File: config.mk
export PLATFORM = sky130hd
export DESIGN_NAME = mul_rr_scheduler
export DESIGN_NICKNAME = d
export VERILOG_FILES = /design/src/rtl/mul_rr_scheduler.sv
export SDC_FILE = /design/constraint.sdc
export NUM_CORES = 1
export LEC_CHECK = 0
export BUFFER_PORTS_ARGS = -buffer_cell sky130_fd_sc_hd__buf_2
export CAP_MARGIN = 20
export CORE_MARGIN = 8
export CORE_UTILIZATION = 40
export DETAILED_ROUTE_END_ITERATION = 16
export GPL_TIMING_DRIVEN = 0
export PLACE_DENSITY = 0.73
export SYNTH_ARGS = -nofsm -noshare
export SYNTH_HDL_FRONTEND = slang
export SYNTH_SLANG_ARGS = --single-unit
File: constraint.sdc
create_clock -name clk -period 3.6 [get_ports clk]
set_input_delay 0.18 -clock clk [delete_from_list [all_inputs] [get_ports clk]]
set_output_delay 0.18 -clock clk [all_outputs]
set_load 0.01 [all_outputs]
File: src/rtl/mul_rr_scheduler.sv
// -----------------------------------------------------------------------------
// mul_rr_scheduler
//
// Shares one combinational WxW multiplier among NREQ requesters. A round-robin
// arbiter picks one pending request and drives its operands into registered
// multiplier inputs. One cycle later it captures the product. The product is
// then returned with the requester ID over a valid/ready response channel.
//
// Ports:
//   clk          sole clock, rising edge
//   rst          asynchronous active-high reset
//   req_valid    [NREQ]     request i pending
//   req_a/req_b  [NREQ*W]   operands of requester i at [i*W +: W]
//   req_ready    [NREQ]     one-hot grant (combinational, IDLE only)
//   mul_a/mul_b  [W]        registered operands to the shared multiplier
//   mul_p        [2W]       product from the shared multiplier
//   rsp_valid    response available
//   rsp_id       [IDW]      owner of the response
//   rsp_product  [2W]       registered product
//   rsp_ready    response consumer accepts
// -----------------------------------------------------------------------------
module mul_rr_scheduler #(
    parameter int NREQ = 4,
    parameter int W    = 4,
    localparam int IDW = (NREQ > 1) ? $clog2(NREQ) : 1
) (
    input  logic              clk,
    input  logic              rst,
    input  logic [NREQ-1:0]   req_valid,
    input  logic [NREQ*W-1:0] req_a,
    input  logic [NREQ*W-1:0] req_b,
    output logic [NREQ-1:0]   req_ready,
    output logic [W-1:0]      mul_a,
    output logic [W-1:0]      mul_b,
    input  logic [2*W-1:0]    mul_p,
    output logic              rsp_valid,
    output logic [IDW-1:0]    rsp_id,
    output logic [2*W-1:0]    rsp_product,
    input  logic              rsp_ready
);

    typedef enum logic [1:0] {IDLE, CALC, RESP} state_t;

    state_t           state_q, state_d;
    logic [IDW-1:0]   last_id_q, last_id_d;
    logic [IDW-1:0]   cur_id_q, cur_id_d;
    logic [W-1:0]     mul_a_q, mul_a_d;
    logic [W-1:0]     mul_b_q, mul_b_d;
    logic             rsp_valid_q, rsp_valid_d;
    logic [IDW-1:0]   rsp_id_q, rsp_id_d;
    logic [2*W-1:0]   rsp_product_q, rsp_product_d;

    logic             found;
    logic [IDW-1:0]   grant_id;
    logic [IDW:0]     idx;
    logic             grant_en;

    // Round-robin search: scan last_id+1 .. last_id+NREQ modulo NREQ and take
    // the first pending requester. idx has one spare bit so the sum cannot
    // overflow before the modulo correction.
    always_comb begin
        found    = 1'b0;
        grant_id = '0;
        idx      = '0;
        for (int k = 1; k <= NREQ; k++) begin
            idx = {1'b0, last_id_q} + (IDW+1)'(k);
            if (idx >= (IDW+1)'(NREQ)) begin
                idx = idx - (IDW+1)'(NREQ);
            end
            if (!found && req_valid[idx[IDW-1:0]]) begin
                found    = 1'b1;
                grant_id = idx[IDW-1:0];
            end
        end
    end

    // Grant is visible only in IDLE and never while reset is held.
    assign grant_en = (state_q == IDLE) && found && !rst;

    generate
        for (genvar gi = 0; gi < NREQ; gi++) begin : g_ready
            assign req_ready[gi] = grant_en && (grant_id == IDW'(gi));
        end
    endgenerate

    always_comb begin
        state_d       = state_q;
        last_id_d     = last_id_q;
        cur_id_d      = cur_id_q;
        mul_a_d       = mul_a_q;
        mul_b_d       = mul_b_q;
        rsp_valid_d   = rsp_valid_q;
        rsp_id_d      = rsp_id_q;
        rsp_product_d = rsp_product_q;
        case (state_q)
            IDLE: begin
                // Operand registers load only on a grant so the multiplier
                // tree stays quiet while idle.
                if (found) begin
                    mul_a_d   = req_a[grant_id*W +: W];
                    mul_b_d   = req_b[grant_id*W +: W];
                    cur_id_d  = grant_id;
                    last_id_d = grant_id;
                    state_d   = CALC;
                end
            end
            CALC: begin
                rsp_product_d = mul_p;
                rsp_id_d      = cur_id_q;
                rsp_valid_d   = 1'b1;
                state_d       = RESP;
            end
            RESP: begin
                if (rsp_ready) begin
                    rsp_valid_d = 1'b0;
                    state_d     = IDLE;
                end
            end
            default: begin
                state_d = IDLE;
            end
        endcase
    end

    always_ff @(posedge clk or posedge rst) begin
        if (rst) begin
            state_q       <= IDLE;
            last_id_q     <= IDW'(NREQ-1);
            cur_id_q      <= '0;
            mul_a_q       <= '0;
            mul_b_q       <= '0;
            rsp_valid_q   <= 1'b0;
            rsp_id_q      <= '0;
            rsp_product_q <= '0;
        end else begin
            state_q       <= state_d;
            last_id_q     <= last_id_d;
            cur_id_q      <= cur_id_d;
            mul_a_q       <= mul_a_d;
            mul_b_q       <= mul_b_d;
            rsp_valid_q   <= rsp_valid_d;
            rsp_id_q      <= rsp_id_d;
            rsp_product_q <= rsp_product_d;
        end
    end

    assign mul_a       = mul_a_q;
    assign mul_b       = mul_b_q;
    assign rsp_valid   = rsp_valid_q;
    assign rsp_id      = rsp_id_q;
    assign rsp_product = rsp_product_q;

endmodule

# Word-level counts from Yosys, hierarchy flattened
# Cells that the tools add are included.
[word_totals]
register_bits = 25
input_bits = 47
output_inout_bits = 23
elab_cells = 77
[classes]
n_addsub = 8
magnitude_cmp = 8
n_eq_ne = 7
shifts = 2
mux = 25
n_reduce_logical = 19
[ops]
columns = ["cell", "n"]
rows = [
  ["16-bit by 5-bit indexed part select with 4-bit output", 2],
  ["2-bit two-way mux", 10],
  ["3-bit >= comparator, second input constant", 4],
  ["2-bit by 3-bit < comparator with 1-bit output, second input constant", 4],
  ["1-bit logical AND", 9],
  ["1-bit two-way mux", 9],
  ["1-bit binary-select mux with 2-bit select", 4],
  ["2-bit by 1-bit subtractor with 2-bit output, second input constant", 4],
  ["2-bit by 2-bit adder with 3-bit output, second input constant", 2],
  ["2-bit == test, second input constant", 3],
  ["2-bit one-hot mux with 3 select lines", 1],
  ["2-bit AND reduction", 3],
  ["2-bit by 1-bit == test with 1-bit output, second input constant", 2],
  ["1-bit logical NOT", 4],
  ["2-bit logical NOT", 2],
  ["2-bit inequality test, second input constant", 2],
  ["2-bit by 1-bit adder with 3-bit output, second input constant", 1],
  ["2-bit by 3-bit adder with 3-bit output, second input constant", 1],
  ["1-bit one-hot mux with 2 select lines", 1],
  ["2-bit nonzero test", 1],
]

# Depth between registers and ports, before layout
# Gate-level depths: netlist (run 1).
[depth]
ltp_word = 18
mapped_depth = 6
ltp_nobuf = 5

# Worst setup path before layout (run 1)
# No wires, ideal clock.
[synth_timing]
kind = "flip-flop to output port"
start = "register last_id_q[1]"
end = "output port req_ready[0]"
arrival_time_ps = 1551
required_time_ps = 3420
setup_slack_ps = 1869
stages_incl_launch_ff = 6
n_path_buf = 1
path_cell_list = "dfstp_2 buf_6 mux2i_1 a2bb2oi_2 nand2_1 nor4_1"
[synth_via]
elab_chain_len = 18
elab_cells_between_ends = 42
cone_classes = "add/sub: 8; order compare: 4; mux: 20; reduce/logical: 10"
[synth_lines]
columns = ["element", "line_no", "source"]
rows = [
  ["start: declaration", "45", "logic [IDW-1:0] last_id_q, last_id_d;"],
  ["start signal: assignment", "128", "last_id_q <= IDW'(NREQ-1);"],
  ["start signal: assignment", "137", "last_id_q <= last_id_d;"],
  ["2-bit by 1-bit adder with 3-bit output", "66", "idx = {1'b0, last_id_q} + (IDW+1)'(k);"],
  ["3-bit >= comparator or 2-bit by 1-bit subtractor with 2-bit output (tied branches)", "67, 68", ""],
  ["2-bit two-way mux", "67", "if (idx >= (IDW+1)'(NREQ)) begin"],
  ["1-bit binary-select mux with 2-bit select", "70", "if (!found && req_valid[idx[IDW-1:0]]) begin"],
  ["1-bit two-way mux (implied by the code)", "70", ""],
  ["1-bit two-way mux", "70", ""],
  ["1-bit logical NOT", "70", ""],
  ["1-bit logical AND", "70", ""],
  ["1-bit two-way mux", "70", ""],
  ["1-bit logical NOT", "70", ""],
  ["1-bit logical AND", "70", ""],
  ["1-bit two-way mux", "70", ""],
  ["1-bit logical NOT", "70", ""],
  ["1-bit logical AND", "70", ""],
  ["1-bit two-way mux", "70", ""],
  ["1-bit logical AND (2 in series)", "78", "assign grant_en = (state_q == IDLE) && found && !rst;"],
  ["1-bit logical AND (*)", "82", "assign req_ready[gi] = grant_en && (grant_id == IDW'(gi));"],
  ["end: declaration", "32", "output logic [NREQ-1:0] req_ready,"],
]
# Every way passes the cells marked *; elsewhere a longest branch is shown, timed or not. The select of a mux whose other input is x is not followed.

# Worst setup path after layout (run 1)
# Same ends and word-level chain as after synthesis.

==> results.py, run 1 <==
metrics = {
    "global_routing": {
        "grt_pass1_wl_um": 5600,
        "grt_overflow": 0,
        "grt_pass1_vias": 1216,
        "grt_max_degree": 27,
        "antenna_found_initial": 0,
        "grtUsageTotal_pct": 13.2,
    },
    "floorplan": {
        "dieArea_um2": 5410,
        "initial_core_util_pct": 40.6,
        "die_w_um": 73.5,
        "rows": 21,
        "die_y_um": 73.5,
        "core_area_um2": 3260,
        "ios": 70,
    },
    "power": {
        "power_density_nw_per_um2": 793,
        "finalPower_uw": 1420,
        "peakVddDrop_uv": 308,
        "leakage_uw": 0.000925,
    },
    "clock_tree": {
        "post_cts_buffers": 0,
        "root_buffer": "clkbuf_4",
        "cts_buffers": 3,
        "cts_sinks": 25,
        "clock_path_buffers": 2,
        "insertion_delay_ns": 0.31,
        "ctsHtreeMaxLevel": 1,
        "cts.clk_slew.worst_paths_ns": 0.13,
        "cts_tree": "done",
    },
    "logic_synthesis": {
        "synthFlopType": "dfrtp_1",
        "ys_types": 30,
        "async_flop_share_pct": 100,
        "postSynthAreaPerCell_um2": 12.0,
        "ys_ff_latch": 25,
        "yosys_warnings": 0,
        "synthCells": 110,
        "synth_area_um2": 1320,
        "synth_edf_count": 0,
        "yosysSeqAreaShare_pct": 47.4,
        "syn_nets": 157,
    },
    "routing": {
        "ant_nets": 0,
        "drt_wl_total_um": 3480,
        "dr_wl_met3_um": 118,
        "wl_per_cell_um": 15.1,
        "dr.pass1.iters": 4,
        "met2WireLength_um": 1980,
        "drc": 0,
        "drtIter0Drc": 66,
        "dr.max_layer_used": "met4",
        "wl_met1_um": 1310,
        "vias": 1134,
        "viasPerCell": 4.91,
    },
    "timing": {
        "tightest_slew_ns": 0.434,
        "setup_violations": 0,
        "max_slew_margin_pct": 71.1,
        "max_freq_mhz": 461,
        "final_max_slew_viol_count": 0,
        "period_minus_slack_ns": 2.17,
        "finClkSkew_ns": 0.00329,
        "whs_ns": 0.0886,
        "post-route-period-util_pct": 60.3,
        "rsz0062_at_grt": "false",
        "fin_setup_tns_ns": 0,
        "hold_viol": 0,
    },
    "critical_path": {
        "crit_path_end_kind": "output pin",
        "cp.arrival_ns": 1.99,
        "cp_top_family": "flip-flops",
        "worstPathCellList": "buf_6 > mux2i_1 > a2bb2oi_2 > nand2_1 > nor4_1 > buf_2",
        "slowest_stage": "dfstp_2",
        "required_ns": 3.42,
        "ff2ff_setup_slack_ns": 1.84,
        "cp_max_fo": 7,
        "worstSetupPathType": "reg -> out",
        "crit_path_start_kind": "register",
        "cp_slowest_stage_delay_ns": 0.55,
        "path_buf_inv": 2,
    },
    "final_layout": {
        "layout_common_cells": "buf_2, dfrtp_1, mux2i_1",
        "fillCellCount": 310,
        "diodes": 0,
        "layout-drive-gt1-share_pct": 55.1,
        "layout_commonest_cell": "buf_2",
        "syn_to_final_growth_pct": 35.3,
        "finalNonFillerCells": 231,
        "regArea_um2": 628,
        "multi_input_area_um2": 638,
        "nets": 233,
    },
    "worst_hold_path": {
        "min_path_type": "in -> reg",
    },
    "flow_run": {
        "maxCapViolations": 0,
    },
    "placed_design": {
        "placed_cells": 225,
        "io_buffers": 69,
        "gp_congestion": 0.827,
        "hpwl_um": 2820,
    },
    "status": {
        "status": "finished clean",
    },
}
-- synth_stat cells (all sizes together) (2+ instances only) --
library cell / count / area, µm²
and2: 2 / 12.5
nand2: 14 / 52.6
dfrtp: 23 / 576
nor2: 4 / 15.0
inv: 2 / 7.51
nand3: 2 / 15.0
a21o: 3 / 22.5
buf: 5 / 42.5
o221ai: 8 / 120
a21oi: 2 / 10.0
dfstp: 2 / 52.6
a211o: 2 / 17.5
mux2: 10 / 113
nor4: 2 / 12.5
mux2i: 17 / 170
-- registers in the layout, summed over array words and instances (netlist names) --
signal,count
rsp_product,8
state_q,2
mul_b,4
rsp_valid,1
mul_a,4
last_id_q,2
cur_id_q,2
rsp_id,2
-- routing by layer --
layer | global-route usage [%] | vias up
li1 | - | 553
met5 | 0 | -
met1 | 14.4 | 550
met2 | 24.4 | 25
met3 | 1.64 | 6
met4 | 5.99 | 0
-- cell families (layout without fill, tap and decap cells) --
kind of cell | after synthesis | count (layout) | share of synthesized area [%]
multiplexers | 27 | 27 | 21.4
AND/OR/NAND/NOR | 30 | 30 | 11.2
buffers and inverters | 9 | 84 | 4.35
flip-flops | 25 | 25 | 47.4
AO/OA/AOI/OAI | 19 | 19 | 15.6
-- layout make-up --
class                           instances  share of cell area (%)
Sequential cell                        25                    35.1
Timing Repair Buffer                   71                    21.4
Inverter                                3                   0.628
Tap cell                               46                    3.21
Clock buffer                            3                    1.26
Clock inverter                          1                   0.279
Multi-Input combinational cell         76                    35.6
Buffer                                  6                    2.58
-- metrics by stage --
step,area [µm²],utilization [%],worst slack [ns]
final,1790,55.0,1.43
after global routing,1790,55.0,1.31
after CTS,1750,53.8,1.41
after detailed placement,1730,53.0,1.77
after global placement,1730,53.0,1.85
after floorplan,1320,-,1.87
-- final timing paths --
path | cells past startpoint | startpoint | end
worst max-delay path | 6 | last_id_q[1] | req_ready[0]
worst min-delay path | 2 | mul_p[3] | rsp_product[3]
worst max register to register | 6 | last_id_q[1] | mul_b[3]
worst min register to register | 2 | cur_id_q[0] | cur_id_q[0]
max in group asynchronous | 4 | rst | last_id_q[1]
min in group asynchronous | 3 | rst | rsp_valid
-- power breakdown --
part           internal [µW]  switching (µW)  total [µW]
Combinational            385             397         782
Clock                   41.5            79.4         121
Sequential               433            85.6         519
Total                    860             562        1420
-- repair_timing --
action	CTS	global route
resized for setup	0	0
hold endpoints to repair	0	5
hold buffers	0	1
(Power assumes the default switching activity.)
==> run 2, diff against run 1 <==
clock period = 2 ns   (was 3.6 ns; I/O delays follow)
==> results.py, run 2 (synthesis gave the netlist of run 1 again) <==
metrics = {
    "floorplan": {
        "rows": 21,
        "die_w_um": 73.5,
        "dieArea_um2": 5410,
        "initial_core_util_pct": 40.6,
        "core_area_um2": 3260,
        "ios": 70,
        "die_y_um": 73.5,
    },
    "status": {
        "status": "finished clean",
    },
    "critical_path": {
        "cp.arrival_ns": 1.80,
        "required_ns": 1.90,
        "crit_path_end_kind": "output pin",
        "worstRegToRegCells": 5,
        "worstSetupPathType": "reg -> out",
        "cp_max_fo": 7,
        "crit_path_start_kind": "register",
    },
    "timing": {
        "rsz0062_at_grt": "true",
        "post-route-period-util_pct": 95.1,
        "hold_viol": 0,
        "setup_violations": 0,
        "tightest_slew_ns": 0.437,
        "period_minus_slack_ns": 1.90,
        "finClkSkew_ns": 0.00424,
        "fin_setup_tns_ns": 0,
        "max_freq_mhz": 526,
        "max_slew_margin_pct": 70.9,
        "final_max_slew_viol_count": 0,
    },
    "final_layout": {
        "diodes": 0,
        "finalNonFillerCells": 235,
        "nets": 237,
        "layout_commonest_cell": "buf_2",
        "syn_to_final_growth_pct": 39.9,
        "layout-drive-gt1-share_pct": 57.1,
        "layout_common_cells": "buf_2, dfrtp_1, mux2i_1",
        "fillCellCount": 307,
        "largest_reg_flops": 8,
    },
    "routing": {
        "dr.pass1.iters": 4,
        "viasPerCell": 4.99,
        "drc": 0,
        "ant_nets": 0,
        "wl_per_cell_um": 15.3,
        "drtIter0Drc": 44,
        "vias": 1173,
        "drt_wl_total_um": 3590,
    },
    "placed_design": {
        "hpwl_um": 2820,
        "gp_congestion": 0.827,
        "io_buffers": 69,
        "placed_cells": 225,
    },
    "clock_tree": {
        "cts_sinks": 25,
        "cts.clk_slew.worst_paths_ns": 0.13,
        "cts_tree": "done",
        "cts_buffers": 3,
        "clock_path_buffers": 2,
        "root_buffer": "clkbuf_4",
        "ctsHtreeMaxLevel": 1,
        "insertion_delay_ns": 0.31,
    },
    "power": {
        "swShare_pct": 39.9,
        "peakVddDrop_uv": 564,
        "comb_power_share_pct": 55.0,
        "power_switching_uw": 1040,
        "leakage_uw": 0.000942,
        "internal_power_uw": 1570,
        "p_seq_share_pct": 36.7,
        "pwr-share-clk_pct": 8.4,
        "power_density_nw_per_um2": 1410,
    },
    "global_routing": {
        "grt_max_degree": 27,
        "grtUsageTotal_pct": 13.5,
        "grt_pass1_wl_um": 5720,
        "grt_pass1_vias": 1247,
        "antenna_found_initial": 0,
        "grt_overflow": 0,
    },
    "worst_hold_path": {
        "min_path_type": "in -> reg",
        "min_path_cells": 2,
    },
    "flow_run": {
        "maxCapViolations": 0,
    },
}
==> run 2: path summary, 6_finish.rpt <==
| kind | from | end | slack, ns |
|---|---|---|---|
| hold / removal | mul_p[1] | rsp_product[1] | 0.01 |
| setup reg to reg | last_id_q[1] | mul_b[3] | 0.21 |
| setup / recovery | last_id_q[1] | req_ready[0] | 0.1 |
| min in group asynchronous | rst | rsp_valid | 0.30 |
| hold reg to reg | cur_id_q[0] | cur_id_q[0] | 0.49 |
| max in group asynchronous | rst | last_id_q[1] | 1.21 |
==> run 2: critical path, cell delays in order (launching register included) <==
cell       delay, ns
dfstp_2         0.64
mux2i_2         0.25
a2bb2oi_2       0.19
nand2_1         0.10
nor4_2          0.14
buf_2           0.17
==> run 2: what timing repair did <==
action | 4_1_cts | 5_1_grt
hold buffers | 0 | 4
setup buffers | 3 | 0
pin swaps | 2 | 3
hold endpoints to repair | 0 | 8
endpoints found under the setup margin | 3 | 2
gates resized for setup | 3 | 2
==> run 2: area by class of cell <==
cell class                      count  area [µm²]  share of cell area (%)
Multi-Input combinational cell     76         664                    35.9
Sequential cell                    25         628                    33.9
Timing Repair Buffer               77         435                    23.5
Tap cell                           46        57.6                    3.11
Buffer                              4        27.5                    1.49
Clock buffer                        3        22.5                    1.22
Inverter                            3        11.3                   0.608
Clock inverter                      1        5.00                   0.270
==> run 2: power groups by stage <==
stage          logic (µW)  clock network, µW  registers, µW
2_1_floorplan         901                  0           1020
3_3_place_gp         1390                  0            924
3_5_place_dp         1430                  0            942
4_1_cts              1480                226            932
5_1_grt              1570                250            982
6_report             1430                218            955
==> run 2: metrics by stage <==
stage	worst slack (ns)	util, %	hold WS (ns)	area, µm²	power, µW
finish	0.0986	56.8	0.0129	1850	2600
global route	-0.00687	56.8	0.00134	1850	2800
CTS	0.0175	55.0	0.00238	1790	2640
detailed placement	0.253	53.0	0.339	1730	2370
global placement	0.329	53.0	0.332	1730	2320
floorplan	0.349	-	0.134	1320	1920
==> run 2: layer usage <==
metal  part of all wire [%]  global-route usage [%]
met1                     39                    14.5
met2                     56                    25.2
met5                      0                       0
met3                    3.2                    1.64
met4                    1.9                    5.99
